<file path="config.mk">
export PLATFORM = sky130hd
export DESIGN_NAME = bag_sequencer
export DESIGN_NICKNAME = d
export VERILOG_FILES = /design/src/rtl/tetris_pkg.sv /design/src/rtl/lfsr16.sv /design/src/rtl/bag_sequencer.sv
export SDC_FILE = /design/constraint.sdc
export NUM_CORES = 1
export LEC_CHECK = 0
export ABC_AREA = 1
export CORE_ASPECT_RATIO = 1.4
export CORE_MARGIN = 4
export CORE_UTILIZATION = 34
export DETAILED_ROUTE_END_ITERATION = 6
export GPL_ROUTABILITY_DRIVEN = 1
export PLACE_DENSITY_LB_ADDON = 0.05
export SLEW_MARGIN = 20
export SYNTH_ARGS = -nofsm -noshare
export SYNTH_HDL_FRONTEND = slang
export SYNTH_HIERARCHICAL = 1
export SYNTH_SLANG_ARGS = --single-unit
</file>
<file path="constraint.sdc">
create_clock -name clk -period 2.95 [get_ports clk]
set_input_delay 0.59 -clock clk [delete_from_list [all_inputs] [get_ports clk]]
set_output_delay 0.59 -clock clk [all_outputs]
set_load 0.05 [all_outputs]
</file>
<file path="src/rtl/tetris_pkg.sv">
`default_nettype none
// ============================================================================
//  Module      : tetris_pkg
//  Description : Shared types and helpers for the 7-bag piece sequencer.
//                piece_t, piece count, "no piece" code, sequencer state
//                encoding, fallback priority encoder and slot multiplexer.
//  Revision    : 1.0  initial release
// ============================================================================
package tetris_pkg;

    typedef logic [2:0] piece_t;

    localparam int     NUM_PIECES = 7;
    localparam piece_t PIECE_NONE = 3'd7;

    typedef enum logic [1:0] {
        CLEAR = 2'd0,
        FILL  = 2'd1,
        WAIT  = 2'd2,
        SERVE = 2'd3
    } seq_state_t;

    // Lowest index whose used bit is clear. Scanning from the top down lets the
    // last hit (the lowest index) win.
    function automatic piece_t lowest_unused(input logic [NUM_PIECES-1:0] mask);
        piece_t p;
        p = '0;
        for (int i = NUM_PIECES - 1; i >= 0; i--) begin
            if (!mask[i]) p = piece_t'(i);
        end
        return p;
    endfunction

    // Slot k of the packed bag contents (slot k = bits [3k+2:3k]).
    function automatic piece_t slot_of(input logic [3*NUM_PIECES-1:0] contents,
                                       input logic [2:0]              k);
        piece_t s;
        s = '0;
        for (int i = 0; i < NUM_PIECES; i++) begin
            if (k == 3'(i)) s = contents[3*i +: 3];
        end
        return s;
    endfunction

endpackage : tetris_pkg
`default_nettype wire

</file>
<file path="src/rtl/lfsr16.sv">
`default_nettype none
// ============================================================================
//  Module      : lfsr16
//  Description : 16-bit Galois LFSR, taps 16'hB400, advances every cycle.
//                load has priority over advance; a zero seed loads SEED so
//                the register can never lock up at zero.
//  Ports       : clk, reset (async, active-high), load, seed[15:0],
//                value[15:0]
//  Revision    : 1.0  initial release
// ============================================================================
module lfsr16 #(
    parameter logic [15:0] SEED = 16'hACE1
) (
    input  logic        clk,
    input  logic        reset,
    input  logic        load,
    input  logic [15:0] seed,
    output logic [15:0] value
);

    localparam logic [15:0] C_TAPS = 16'hB400;

    always_ff @(posedge clk or posedge reset) begin
        if (reset) begin
            value <= SEED;
        end else if (load) begin
            value <= (seed == 16'h0) ? SEED : seed;
        end else begin
            value <= {1'b0, value[15:1]} ^ (value[0] ? C_TAPS : 16'h0);
        end
    end

endmodule : lfsr16
`default_nettype wire

</file>
<file path="src/rtl/bag_sequencer.sv">
`default_nettype none
// ============================================================================
//  Module      : bag_sequencer
//  Description : Controller for the 7-bag piece randomiser. Clears the bag,
//                fills it with 7 distinct LFSR-drawn pieces (falling back to
//                the lowest unused piece after MAX_TRIES rejected draws),
//                then serves the slots one per piece_req handshake and
//                refills when the bag is exhausted.
//  Ports       : clk, reset (async, active-high)
//                seed_load, seed[15:0]      LFSR reseed
//                piece_req / piece_valid / piece_out[2:0]   game side
//                bag_newbag, bag_newpiece, bag_piece[2:0],
//                bag_done, bag_contents[20:0]               bag side
//                preview_valid, preview[2:0]  (BAG_PREVIEW_EN only)
//  Macro       : BAG_PREVIEW_EN - adds the next-piece preview outputs.
//  Revision    : 1.0  initial release
// ============================================================================
module bag_sequencer
    import tetris_pkg::*;
#(
    parameter int          MAX_TRIES = 8,
    parameter logic [15:0] LFSR_SEED = 16'hACE1
) (
    input  logic        clk,
    input  logic        reset,
    input  logic        seed_load,
    input  logic [15:0] seed,
    input  logic        piece_req,
    output logic        piece_valid,
    output logic [2:0]  piece_out,
    output logic        bag_newbag,
    output logic        bag_newpiece,
    output logic [2:0]  bag_piece,
    input  logic        bag_done,
`ifdef BAG_PREVIEW_EN
    input  logic [20:0] bag_contents,
    output logic        preview_valid,
    output logic [2:0]  preview
`else
    input  logic [20:0] bag_contents
`endif
);

    localparam int TRIES_W = (MAX_TRIES < 1) ? 1 : $clog2(MAX_TRIES + 1);
    localparam logic [TRIES_W-1:0] C_TRIES_MAX = TRIES_W'(MAX_TRIES);

    seq_state_t         r_state;
    logic [6:0]         r_used;
    logic [2:0]         r_count;
    logic [TRIES_W-1:0] r_tries;
    logic [2:0]         r_rd_idx;

    logic [15:0]        w_lfsr;
    logic               w_lfsr_unused;
    piece_t             w_cand;
    logic [7:0]         w_used8;
    logic               w_cand_ok;
    logic               w_strobe;
    piece_t             w_strobe_piece;
    logic               w_xfer;

    lfsr16 #(
        .SEED  (LFSR_SEED)
    ) u_lfsr (
        .clk   (clk),
        .reset (reset),
        .load  (seed_load),
        .seed  (seed),
        .value (w_lfsr)
    );

    // Only the low three bits form the candidate.
    assign w_lfsr_unused = ^w_lfsr[15:3];
    assign w_cand        = w_lfsr[2:0];

    // Code 7 maps onto a permanently-set bit so it is rejected like a used piece.
    assign w_used8   = {1'b1, r_used};
    assign w_cand_ok = (w_cand != PIECE_NONE) && !w_used8[w_cand];

    // Once the retry budget is spent the fallback takes precedence over the
    // draw; with MAX_TRIES = 0 this makes the fill order deterministic 0..6.
    always_comb begin
        w_strobe       = 1'b0;
        w_strobe_piece = '0;
        if (r_state == FILL) begin
            if (r_tries == C_TRIES_MAX) begin
                w_strobe       = 1'b1;
                w_strobe_piece = lowest_unused(r_used);
            end else if (w_cand_ok) begin
                w_strobe       = 1'b1;
                w_strobe_piece = w_cand;
            end
        end
    end

    assign w_xfer = (r_state == SERVE) && piece_req;

    always_ff @(posedge clk or posedge reset) begin
        if (reset) begin
            r_state  <= CLEAR;
            r_used   <= '0;
            r_count  <= '0;
            r_tries  <= '0;
            r_rd_idx <= '0;
        end else begin
            unique case (r_state)
                CLEAR: begin
                    r_used   <= '0;
                    r_count  <= '0;
                    r_tries  <= '0;
                    r_rd_idx <= '0;
                    r_state  <= FILL;
                end
                FILL: begin
                    if (w_strobe) begin
                        r_used  <= r_used | (7'b1 << w_strobe_piece);
                        r_count <= r_count + 3'd1;
                        r_tries <= '0;
                        if (r_count == 3'(NUM_PIECES - 1)) r_state <= WAIT;
                    end else begin
                        r_tries <= r_tries + TRIES_W'(1);
                    end
                end
                WAIT: begin
                    if (bag_done) r_state <= SERVE;
                end
                SERVE: begin
                    if (w_xfer) begin
                        if (r_rd_idx == 3'(NUM_PIECES - 1)) begin
                            r_state <= CLEAR;
                        end else begin
                            r_rd_idx <= r_rd_idx + 3'd1;
                        end
                    end
                end
                default: r_state <= CLEAR;
            endcase
        end
    end

    // CLEAR is the reset state, so the clear pulse is masked while reset is
    // held; it appears in the first cycle after release.
    assign bag_newbag   = (r_state == CLEAR) && !reset;
    assign bag_newpiece = w_strobe;
    assign bag_piece    = w_strobe_piece;
    assign piece_valid  = (r_state == SERVE);
    assign piece_out    = piece_valid ? slot_of(bag_contents, r_rd_idx) : 3'd0;

`ifdef BAG_PREVIEW_EN
    assign preview_valid = (r_state == SERVE) && (r_rd_idx < 3'(NUM_PIECES - 1));
    assign preview       = preview_valid ? slot_of(bag_contents, r_rd_idx + 3'd1) : 3'd0;
`endif

endmodule : bag_sequencer
`default_nettype wire

</file>
==> out/qor.yml <==
hold_path:
  whs_endpoint: "u_lfsr/value[8]"
  hold-path-cell-count: 2
  min_from: "u_lfsr/value[9]"
  hp-class: "flip-flop to flip-flop"
floorplanning:
  row_count: 34
  fp.dieH_um: 104
  fp.dieArea_um2: 7900
  ios: 51
  die_w_um: 76.3
  initial_core_util: 0.352
  core-area_um2: 6300
route:
  postRouteAntennaNets: 0
  drt-total-wl_um: 5680
  vias_per_cell: 4.79
  drc: 0
  avgRoutedWirePerCell_um: 13.4
  drt_iter0_markers: 61
  first_pass_iters: 4
  vias: 2026
clocking:
  post_cts_buffers: 0
  path_clk_slew_ns: 0.07
  h-tree-depth: 2
  clock-sinks: 35
  cts_resized: 0
  cts_made_buffers: 5
  clk_latency_ns: 0.29
  clk_path_buf_depth: 2
  cts_root_buf: "clkbuf_8"
  cts_tree: "done"
  hold_buffers: 0
global_route:
  grtUsageTotal: 0.150
  overflow: 0
  antenna_found_initial: 0
  grt_max_degree: 20
  grt_first_pass_wirelength_um: 9720
  grt_pass1_vias: 2097
critical_path:
  end_kind: "output port"
  critPathRequiredTime_ns: 2.36
  worst_setup_path_start_kind: "flip-flop"
  cpMaxStageDelayCell: "dfrtp_1"
  crit_arrival_ns: 2.06
  crit_path_start: "r_rd_idx[0]"
  r2r_cells: 9
  cpMostUsedCell: "nand2_1"
  critPathTopFamily: "simple AND/OR/NAND/NOR gates"
  r2r-end: "r_used[0]"
  critPathBufInv: 3
  crit_path_max_fanout: 4
  cp_slowest_stage_delay_ns: 0.41
  r2r_start: "u_lfsr/value[0]"
  worstPathCellList: "inv_1 -> ha_1 -> inv_1 -> nor2_1 -> nand3_1 -> nand3_1 -> o21ai_0 -> nand2_1 -> nand2_1 -> nand2_1 -> nand2_1 -> a21oi_1 -> buf_12"
  r2r_slack_ns: 1.15
  crit_type: "flip-flop to output port"
power_and_ir_drop:
  p_comb_frac: 0.524
  ir_drop_mv: 0.299
  power_density_nw_per_um2: 792
  pwr-share-clk: 0.171
  p_sw_w: 0.00102
  sw_frac_of_total: 0.445
  p_int_w: 0.00127
  finalPower_w: 0.00229
  pwr-share-seq: 0.305
  p_leak_nw: 1.35
synthesis:
  synth-xor-area-share: 0.0237
  syn_area_per_cell_um2: 7.47
  synth_compound_area_frac: 0.112
  synth_fa_ha_area_frac: 0.0734
  synth_mux_area_frac: 0
  synth_area_um2: 2220
  synth_top_family_by_area: "simple AND/OR/NAND/NOR gates"
  ys_ff_latch: 35
  synth-simple-area-share: 0.315
  synthCells: 297
  yosys_warnings: 6
  synth.distinct_cells: 28
  syn-num-nets: 352
  seq_area_frac_synth: 0.400
placed_design:
  dp_hpwl_um: 4400
  gp_congestion: 0.832
  port_buffers: 50
layout:
  final_nets: 405
  drive_above_1_share: 0.125
  syn2layout_area_growth_pct: 30.6
  final_common_cell: "nand2_1"
  diodes: 0
  final_cell_mix: "nand2_1, clkdlybuf4s50_1, nor2_1, inv_1, dfrtp_1"
sta:
  clock-skew-final_ns: 0.00585
  setup_tns_ns: 0
  rsz0062_at_grt: "no"
  worst_pin_slew_ns: 0.802
  min_period_ns: 2.65
  finalSetupViolCount: 0
  maxSlewViolCount: 0
  fmaxAchievable_mhz: 377
  timing.final.crit_share: 0.899
  relSlewSlack: 0.465
  hold_viol: 0
status:
  status: "finished clean"
flow_run:
  maxCapViolCount: 0
[Yosys cell counts (all sizes together)]
cell type	n	share of area
nand3	27	0.063
o21ai	17	0.038
dfrtp	27	0.30
a21oi	25	0.058
ha	13	0.073
xnor2	3	0.012
or2	1	0.0028
xor2	3	0.012
nor2	47	0.094
nand3b	1	0.0034
dfstp	8	0.095
buf	4	0.013
nor3	2	0.0045
nand2	78	0.15
o31ai	1	0.0034
o211ai	2	0.0068
inv	36	0.063
o22ai	2	0.0056
[cells by family (layout without fill, tap and decap cells)]
| family | after synthesis | count (layout) |
|---|---|---|
| adder cells (fa/ha/maj) | 13 | 13 |
| AO/OA/AOI/OAI | 47 | 47 |
| XOR/XNOR | 6 | 6 |
| flip-flops | 35 | 35 |
| buffers and inverters | 40 | 94 |
| AND/OR/NAND/NOR | 156 | 156 |
[final cells by class]
| class | instances | area (µm²) |
|---|---|---|
| fill | 645 | 3400 |
| multi-input combinational | 222 | 1160 |
| sequential | 35 | 886 |
| timing repair buffer | 50 | 518 |
| inverter | 36 | 140 |
| clock buffer | 8 | 100 |
| tap | 72 | 90.1 |
[per-stage QoR]
stage / cell area [µm²] / utilization / hold WS (ns) / cells / setup slack, ns
final: 2900 / 0.460 / 0.453 / 423 / 0.298
after global placement: 2800 / 0.444 / 0.424 / 415 / 0.485
after floorplan: 2220 / - / 0.418 / 297 / 0.407
after detailed placement: 2800 / 0.444 / 0.433 / 415 / 0.474
after global routing: 2900 / 0.460 / 0.490 / 423 / 0.0462
after CTS: 2900 / 0.460 / 0.451 / 423 / 0.275
[worst min-delay path, delay by kind of cell, from the launching register on]
family	cells	cell delay [ns]
AND/OR/NAND/NOR	2	0.10
flip-flops	1	0.33
[layer usage]
layer | up-vias | global-route usage | routed length (µm)
met5 | - | 0 | 0
met4 | 0 | 0.0492 | 86
met3 | 9 | 0.0269 | 240
met2 | 59 | 0.297 | 3050
met1 | 908 | 0.155 | 2310
li1 | 1050 | - | -
[state kept, by name, indices dropped and copies added, names as in the netlist]
register / count
r_count: 3
r_state: 2
r_used: 7
r_tries: 4
u_lfsr/value: 16
r_rd_idx: 3
[power by group through the flow]
stage | clock (W) | sequential (W) | combinational [W]
after floorplan | 0 | 0.000680 | 0.000827
after global placement | 0 | 0.000704 | 0.00121
after detailed placement | 0 | 0.000709 | 0.00121
after CTS | 0.000405 | 0.000700 | 0.00122
after global routing | 0.000426 | 0.000717 | 0.00134
final | 0.000393 | 0.000699 | 0.00120
[how the worst max path moves through the flow]
stage | to | slack, ns | cells after the start
3_5_place_dp | piece_out[1] | 0.47 | 10
5_1_grt | piece_out[1] | 0.05 | 13
3_3_place_gp | piece_out[1] | 0.48 | 10
2_1_floorplan | piece_out[1] | 0.41 | 12
6_report | piece_out[1] | 0.30 | 13
4_1_cts | piece_out[1] | 0.27 | 13
(Power assumes the default switching activity.)
